===== src/rtl/dl11_tx.sv =====
// dl11_tx: DL11-style console transmitter (XCSR/XBUF) on the vm1 bus, 8N1 serial out with vectored interrupt.
module dl11_tx #(
  parameter int          CLKDIV = 16,
  parameter logic [15:0] BASE   = 16'o177564,
  parameter logic [15:0] VECTOR = 16'o64
) (
  input  logic        clk,
  input  logic        reset,
  input  logic        ce,
  input  logic [15:0] addr_i,
  input  logic [15:0] data_i,
  output logic [15:0] data_o,
  input  logic        SYNC,
  input  logic        DIN,
  input  logic        DOUT,
  input  logic        WTBT,
  input  logic        INIT,
  output logic        RPLY,
  input  logic        IAKO,
  output logic        VIRQ,
  output logic        txd
);
  typedef enum logic [1:0] {IDLE, START, DATA, STOP} state_t;
  localparam logic [15:0] XBUF   = BASE + 16'd2;
  localparam logic [15:0] DIV_M1 = 16'(CLKDIV - 1);
  state_t      state_q, state_d;
  logic [15:0] cnt_q, cnt_d, data_q, data_d;
  logic [7:0]  sh_q, sh_d;
  logic [2:0]  bit_q, bit_d;
  logic        rply_q, rply_d, rdy_q, rdy_d, ie_q, ie_d, irq_q, irq_d, txd_q, txd_d;
  logic        is_csr, sel, ack, bus, wr_ok, csr_wr, buf_wr, tick, set_irq;
  logic        unused_hi;
  assign unused_hi = ^data_i[15:8];
  always_comb begin
    is_csr  = addr_i[15:1] == BASE[15:1];
    sel     = SYNC & (is_csr | addr_i[15:1] == XBUF[15:1]);
    ack     = ce & IAKO & DIN & irq_q & !rply_q;
    bus     = ce & sel & (DIN | DOUT) & !rply_q & !ack;
    wr_ok   = bus & DOUT & !(WTBT & addr_i[0]) & !INIT;
    csr_wr  = wr_ok & is_csr;
    buf_wr  = wr_ok & !is_csr & rdy_q;
    tick    = cnt_q == 16'd0;
    rply_d  = ack | bus | (rply_q & (SYNC | (IAKO & DIN)));
    data_d  = ack ? VECTOR :
              bus ? ((DIN & is_csr) ? {8'o0, rdy_q, ie_q, 6'o0} : 16'o0) :
              rply_d ? data_q : 16'o0;
    state_d = state_q;
    cnt_d   = tick ? DIV_M1 : cnt_q - 16'd1;
    sh_d    = sh_q;
    bit_d   = bit_q;
    rdy_d   = rdy_q;
    // READY low while IDLE means a byte is waiting: launch the start bit next edge.
    case (state_q)
      IDLE: begin
        cnt_d = DIV_M1;
        if (!rdy_q) state_d = START;
      end
      START: if (tick) begin
        state_d = DATA;
        bit_d   = 3'd0;
      end
      DATA: if (tick) begin
        sh_d  = sh_q >> 1;
        bit_d = bit_q + 3'd1;
        if (bit_q == 3'd7) state_d = STOP;
      end
      STOP: if (tick) begin
        state_d = IDLE;
        rdy_d   = 1'b1;
      end
      default: state_d = IDLE;
    endcase
    if (buf_wr) begin
      sh_d  = data_i[7:0];
      rdy_d = 1'b0;
    end
    ie_d = csr_wr ? data_i[6] : ie_q;
    if (INIT) begin
      state_d = IDLE;
      cnt_d   = DIV_M1;
      rdy_d   = 1'b1;
      ie_d    = 1'b0;
    end
    set_irq = ie_d & rdy_d & !(ie_q & rdy_q);
    irq_d   = set_irq | (irq_q & !ack & !(csr_wr & !data_i[6]) & !INIT);
    txd_d   = state_d == START ? 1'b0 : state_d == DATA ? sh_d[0] : 1'b1;
  end
  always_ff @(posedge clk or posedge reset) begin
    if (reset) begin
      state_q <= IDLE;
      cnt_q   <= DIV_M1;
      sh_q    <= 8'd0;
      bit_q   <= 3'd0;
      rply_q  <= 1'b0;
      data_q  <= 16'o0;
      rdy_q   <= 1'b1;
      ie_q    <= 1'b0;
      irq_q   <= 1'b0;
      txd_q   <= 1'b1;
    end else begin
      state_q <= state_d;
      cnt_q   <= cnt_d;
      sh_q    <= sh_d;
      bit_q   <= bit_d;
      rply_q  <= rply_d;
      data_q  <= data_d;
      rdy_q   <= rdy_d;
      ie_q    <= ie_d;
      irq_q   <= irq_d;
      txd_q   <= txd_d;
    end
  end
  assign RPLY   = rply_q;
  assign data_o = data_q;
  assign VIRQ   = irq_q;
  assign txd    = txd_q;
endmodule


===== config.mk =====
export PLATFORM = sky130hd
export DESIGN_NAME = dl11_tx
export DESIGN_NICKNAME = d
export VERILOG_FILES = /design/src/rtl/dl11_tx.sv
export SDC_FILE = /design/constraint.sdc
export NUM_CORES = 1
export LEC_CHECK = 0
export CELL_PAD_IN_SITES_DETAIL_PLACEMENT = 0
export CELL_PAD_IN_SITES_GLOBAL_PLACEMENT = 1
export CORE_ASPECT_RATIO = 0.9
export CORE_MARGIN = 5
export CORE_UTILIZATION = 37
export CTS_BUF_LIST = sky130_fd_sc_hd__clkbuf_4 sky130_fd_sc_hd__clkbuf_8
export CTS_CLUSTER_DIAMETER = 200
export DETAILED_ROUTE_END_ITERATION = 6
export GPL_TIMING_DRIVEN = 0
export PLACE_DENSITY_LB_ADDON = 0.1
export SYNTH_ARGS = -nofsm -noshare
export SYNTH_HDL_FRONTEND = slang
export SYNTH_SLANG_ARGS = --single-unit

===== constraint.sdc =====
create_clock -name clk -period 2.5 [get_ports clk]
set_input_delay 0.25 -clock clk [delete_from_list [all_inputs] [get_ports clk]]
set_output_delay 0.25 -clock clk [all_outputs]
set_load 0.02 [all_outputs]

==> impl_metrics.env, run 1 <==
export IMPL_status="finished clean"
export IMPL_synth_edf_count=0
export IMPL_area_delta_synth_final_pct=32.4
export IMPL_reg2reg_to="cnt_q[10]"
export IMPL_critPathRequiredTime_ns=2.67
export IMPL_netlist_area_um2=2070
export IMPL_fin_crit_ns=2.38
export IMPL_worst_r2r_setup_slack_ns=0.12
export IMPL_n_fill_cell=487
export IMPL_cp_start_kind="flip-flop"
export IMPL_worst_setup_path_end_kind="flip-flop"
export IMPL_rr_worst_depth=8
export IMPL_dpl_hpwl_mm=3.34
export IMPL_peakVddDrop_v=0.000405
export IMPL_synthDistinctLibCells=44
export IMPL_dp_cells=329
export IMPL_switchingPower_mw=0.279
export IMPL_gp_congestion=0.732
export IMPL_cts_sinks=37
export IMPL_synth_warnings=0
export IMPL_portBuffers=39
export IMPL_rows=25
export IMPL_cts_tree="built"
export IMPL_h_tree_depth=2
export IMPL_criticalPathCategory="reg2reg"
export IMPL_clk_pin_slew_worst_paths_ns=0.07
export IMPL_hold_viol=0
export IMPL_power_frac_clock_pct=40.6
export IMPL_cp_endpoint="cnt_q[10]"
export IMPL_track_usage_pct=13.2
export IMPL_grt_max_degree=38
export IMPL_worstSetupStartpoint="cnt_q[0]"
export IMPL_powerDensity_nw_per_um2=458
export IMPL_coreArea_um2=5350
export IMPL_antenna_found_initial=0
export IMPL_async_reset_ff_share_pct=100
export IMPL_worstPathArrival_ns=2.55
export IMPL_dieHeight_um=81.0
export IMPL_layout_common_cells="39 x clkdlybuf4s50_1, 31 x dfrtp_1, 24 x nor2_1"
export IMPL_p_leak_nw=1.23
export IMPL_start_util_pct=38.8
export IMPL_tightest_slew_ns=0.758
export IMPL_ys_seq_area_share_pct=45.0
export IMPL_firstDrtPassIters=4
export IMPL_power_share_switching_pct=22.1
export IMPL_drc=0
export IMPL_pwr_share_seq_pct=48.2
export IMPL_critPathMaxFanout=4
export IMPL_hold_class="in2reg"
export IMPL_placed_cell_area_um2=2590
export IMPL_drive_gt1_share_pct=17.4
export IMPL_layout_nets=317
export IMPL_p_comb_share_pct=11.2
export IMPL_grt_overflow=0
export IMPL_cp_slowest_cell="or3b_4"
export IMPL_dieArea_um2=7210
export IMPL_cp_num_buf_inv=1
export IMPL_cp_num_cells=8
export IMPL_ant_nets=0
export IMPL_antenna_cells=0
export IMPL_cts_buffer_depth=2
export IMPL_fin_area_um2=2750
export IMPL_stdcell_count=337
export IMPL_r2r_start="cnt_q[0]"
export IMPL_relSlewSlack_pct=49.4
export IMPL_cp_top_family="simple AND/OR/NAND/NOR gates"
export IMPL_crit_path_max_incr_delay_ns=0.42
export IMPL_yosys_register_bits=37
export IMPL_ios=60
export IMPL_synth_avg_cell_area_um2=9.74
export IMPL_wl_per_cell_um=12.9
export IMPL_fin_skew_ns=0.00966
export IMPL_grt_pass1_vias=1568
export IMPL_p_int_mw=0.980
export IMPL_wirelength_mm=4.35
export IMPL_viasPerCell=4.68
export IMPL_synthFlopType="dfrtp_1"
export IMPL_drt_iter0_drc=45
export IMPL_final_common_cell="clkdlybuf4s50_1"
export IMPL_fin_crit_sh_pct=95.3
export IMPL_max_freq_ghz=0.420
export IMPL_cts_buffers=5
export IMPL_cp_cell_sequence="inv_1 -> ha_2 -> or3b_4 -> or3_4 -> or3_4 -> or3_4 -> xor2_2 -> nor2_2"
export IMPL_preCtsSetupSlack_ns=-0.178
export IMPL_setup_slack_ns=0.119
export IMPL_cp_common_cell="or3_4"
export IMPL_cts_root_buffer="clkbuf_8"
export IMPL_postSynthCellCount=213
export IMPL_final_util_pct=51.4
export IMPL_grt_pass1_wl_mm=7.49
export IMPL_fp_dieW_um=88.9
export IMPL_setup_violations=0
export IMPL_clk_latency_ns=0.28
export IMPL_slew_violations=0
export IMPL_max_cap_violations=0
export IMPL_vias=1577
-- stage by stage --
step	hold slack (ns)	TNS [ns]	total power [mW]
2_1_floorplan	0.395	0	0.692
3_3_place_gp	0.441	-0.854	0.757
3_5_place_dp	0.439	-0.721	0.758
4_1_cts	0.309	0	1.28
5_1_grt	0.336	-0.00631	1.32
6_report	0.316	0	1.26
-- worst reg2reg max path, stage by stage, from the launching register on --
cell and delay, ns:
dfstp_2 0.38, inv_1 0.06, ha_2 0.18, or3b_4 0.42, or3_4 0.36, or3_4 0.36
or3_4 0.35, xor2_2 0.14, nor2_2 0.04
-- cell families (layout without fill, tap and decap cells) --
| family | after synthesis | count (layout) | synth area share (%) |
|---|---|---|---|
| AO/OA/AOI/OAI | 32 | 32 | 10.3 |
| XOR/XNOR | 11 | 11 | 4.64 |
| adder cells (fa/ha/maj) | 7 | 7 | 4.22 |
| buffers and inverters | 30 | 77 | 7.84 |
| flip-flops | 37 | 37 | 45.0 |
| multiplexers | 10 | 10 | 4.95 |
| other | 1 | 11 | 0.181 |
| AND/OR/NAND/NOR | 85 | 85 | 22.9 |
-- area by class of cell --
type | count | area [um^2] | share of cell area [%]
clock buffers | 6 | 76.3 | 2.78
plain buffers | 19 | 121 | 4.42
inverters | 11 | 41.3 | 1.50
repair buffers | 39 | 390 | 14.2
flip-flops and latches | 37 | 933 | 34.0
multi-input cells | 156 | 1070 | 38.8
well taps | 67 | 83.8 | 3.05
clock inverters | 2 | 35.0 | 1.28
-- power groups by stage --
stage	logic [mW]	registers, mW	clock network [mW]
after CTS	0.140	0.607	0.532
after global placement	0.139	0.618	0
after floorplan	0.0756	0.617	0
after global routing	0.158	0.607	0.558
final	0.141	0.607	0.511
after detailed placement	0.140	0.618	0
-- timing repair --
item                       CTS  global route
hold buffers                 0             0
gates resized for setup      1             7
pin swaps                    0             0
setup buffers                0             0
cloned                       0             0
setup endpoints to repair    3             6
-- cells in the mapped netlist, drive strengths merged, types with 3 or more instances --
| library cell | number | area [um^2] |
|---|---|---|
| inv | 11 | 41.3 |
| dfrtp | 31 | 776 |
| clkbuf | 4 | 15.0 |
| nor2 | 25 | 96.4 |
| o21ai | 5 | 25.0 |
| buf | 15 | 106 |
| or4 | 3 | 26.3 |
| nor3 | 7 | 35.0 |
| nand3 | 6 | 35.0 |
| a22o | 7 | 61.3 |
| a21oi | 12 | 60.1 |
| nand4b | 4 | 35.0 |
| ha | 7 | 87.6 |
| xor2 | 5 | 43.8 |
| mux2i | 8 | 80.1 |
| xnor2 | 6 | 52.6 |
| dfstp | 6 | 158 |
| or3 | 7 | 63.8 |
| and3 | 3 | 18.8 |
| nand2 | 15 | 56.3 |
| nor4 | 6 | 43.8 |
-- how the worst min path moves through the flow --
stage / depth (start not counted) / from / slack (ns) / to
floorplan: 2 / data_i[7] / 0.40 / sh_q[7]
global placement: 1 / cnt_q[0] / 0.44 / cnt_q[0]
detailed placement: 1 / cnt_q[0] / 0.44 / cnt_q[0]
CTS: 2 / INIT / 0.31 / ie_q
global route: 2 / INIT / 0.34 / ie_q
finish: 2 / INIT / 0.32 / ie_q
-- state kept, by name, indices dropped and copies added, names as in the netlist --
| register | flops |
|---|---|
| RPLY | 1 |
| rdy_q | 1 |
| VIRQ | 1 |
| state_q | 2 |
| ie_q | 1 |
| txd | 1 |
| cnt_q | 16 |
| bit_q | 3 |
| sh_q | 8 |
| data_o | 3 |
-- per-layer routing --
layer,part of all wire [%],vias to the layer above,routed length [um],track usage [%]
li1,-,829,-,-
met1,52,721,2250,18.7
met2,43,25,1860,20.5
met3,5.1,2,222,3.45
met4,0.39,0,17,2.68
met5,0,-,0,0
No activity file was read; power rests on OpenSTA's default activity.
==> run 2, diff against run 1 <==
- SKIP_LAST_GASP: unset -> 1
==> impl_metrics.env, run 2 (synthesis gave the netlist of run 1 again) <==
export IMPL_slew_violations=0
export IMPL_rows=25
export IMPL_dieArea_um2=7210
export IMPL_whs_ns=0.315
export IMPL_cts_buffers=5
export IMPL_setup_violations=0
export IMPL_peakVddDrop_v=0.000405
export IMPL_crit_path_max_incr_delay_ns=0.42
export IMPL_criticalPathCategory="reg2reg"
export IMPL_drive_gt1_share_pct=17.0
export IMPL_wl_per_cell_um=13.0
export IMPL_cts_tree="built"
export IMPL_fp_dieW_um=88.9
export IMPL_drt_iter0_drc=45
export IMPL_worst_setup_path_end_kind="flip-flop"
export IMPL_largest_reg_flops=16
export IMPL_grt_max_degree=38
export IMPL_fin_crit_sh_pct=95.2
export IMPL_antenna_found_initial=0
export IMPL_dpl_hpwl_mm=3.34
export IMPL_clk_pin_slew_worst_paths_ns=0.07
export IMPL_r2r_start="cnt_q[0]"
export IMPL_coreArea_um2=5350
export IMPL_grt_overflow=0
export IMPL_start_util_pct=38.8
export IMPL_wirelength_mm=4.37
export IMPL_reg_top3="cnt_q: 16 flops, sh_q: 8 flops"
export IMPL_status="finished clean"
export IMPL_cp_num_cells=8
export IMPL_max_cap_violations=0
export IMPL_ios=60
export IMPL_h_tree_depth=2
export IMPL_track_usage_pct=13.2
export IMPL_cp_cell_sequence="inv_1 -> ha_2 -> or3b_4 -> or3_4 -> or3_4 -> or3_4 -> xor2_2 -> nor2_2"
export IMPL_hold_viol=0
export IMPL_clk_latency_ns=0.28
export IMPL_p_leak_nw=1.23
export IMPL_cp_endpoint="cnt_q[10]"
export IMPL_area_delta_synth_final_pct=31.8
export IMPL_hold_class="in2reg"
export IMPL_postCtsSetupRepairBufs=0
export IMPL_grt_pass1_vias=1568
export IMPL_max_freq_ghz=0.420
export IMPL_portBuffers=39
export IMPL_critPathRequiredTime_ns=2.67
export IMPL_firstDrtPassIters=4
export IMPL_worstSetupStartpoint="cnt_q[0]"
export IMPL_vias=1588
export IMPL_dieHeight_um=81.0
export IMPL_dp_cells=329
export IMPL_antenna_cells=0
export IMPL_worstPathArrival_ns=2.55
export IMPL_cp_common_cell="or3_4"
export IMPL_cts_sinks=37
export IMPL_viasPerCell=4.71
export IMPL_cp_top_family="simple AND/OR/NAND/NOR gates"
export IMPL_fin_crit_ns=2.38
export IMPL_layout_nets=317
export IMPL_rsz0062_at_grt="yes"
export IMPL_critPathMaxFanout=4
export IMPL_ant_nets=0
export IMPL_final_common_cell="clkdlybuf4s50_1"
export IMPL_cts_buffer_depth=2
export IMPL_cp_start_kind="flip-flop"
export IMPL_stdcell_count=337
export IMPL_tightest_slew_ns=0.759
export IMPL_grt_pass1_wl_mm=7.49
export IMPL_cp_slowest_cell="or3b_4"
export IMPL_cp_num_buf_inv=1
export IMPL_powerDensity_nw_per_um2=461
export IMPL_rr_worst_depth=8
export IMPL_cts_root_buffer="clkbuf_8"
export IMPL_regMostFlops="cnt_q"
export IMPL_gp_congestion=0.732
export IMPL_layout_common_cells="39 x clkdlybuf4s50_1, 31 x dfrtp_1, 24 x nor2_1"
export IMPL_reg2reg_to="cnt_q[10]"
export IMPL_fin_skew_ns=0.0112
export IMPL_drc=0
export IMPL_relSlewSlack_pct=49.3
export IMPL_worst_r2r_setup_slack_ns=0.12
==> run 2: cell types whose count changed in the layout (fill, tap and decap cells not counted) <==
cell / delta
a2bb2oi_2: -1
nand3_4: -1
nand3_2: +1
a2bb2oi_1: +1
==> run 2: worst min path at each step <==
stage | startpoint | to | cells past startpoint
final | INIT | ie_q | 2
after global routing | INIT | ie_q | 2
after detailed placement | cnt_q[0] | cnt_q[0] | 1
after floorplan | data_i[7] | sh_q[7] | 2
after global placement | cnt_q[0] | cnt_q[0] | 1
after CTS | INIT | ie_q | 2
==> run 2: per-stage QoR <==
stage	worst slack, ns	total power, mW	instance area (um^2)	util [%]	TNS [ns]
final	0.119	1.26	2730	51.1	0
after global routing	-0.0406	1.32	2730	51.1	-0.0406
after CTS	0.0438	1.28	2700	50.5	0
after detailed placement	-0.178	0.758	2590	48.4	-0.721
after global placement	-0.170	0.757	2590	48.4	-0.854
after floorplan	0.232	0.692	2110	-	0
==> run 2: cell type report <==
type	instances	area (um^2)
buffer	19	121
clock buffer	6	76.3
clock inverter	2	35.0
fill	491	2620
inverter	11	41.3
multi-input combinational	156	1050
sequential	37	933
tap	67	83.8
timing repair buffer	39	390
==> run 2: report_power, final <==
group / total, mW / switching [mW] / internal [mW]
logic: 0.140 / 0.0696 / 0.0703
clock network: 0.513 / 0.206 / 0.307
registers: 0.607 / 0.00421 / 0.603
total: 1.26 / 0.279 / 0.980
==> run 2: layer usage <==
metal  global-route usage, %  wire length, um  vias to the layer above
li1                        -                -                      828
met1                    18.7             2220                      728
met2                    20.5             1890                       30
met4                    2.68               17                        0
met5                       0                0                        -
met3                    3.45              241                        2
==> run 2: timing repair <==
item,in CTS,in global routing
hold buffers,0,0
endpoints found under the setup margin,3,6
gates resized for setup,1,5
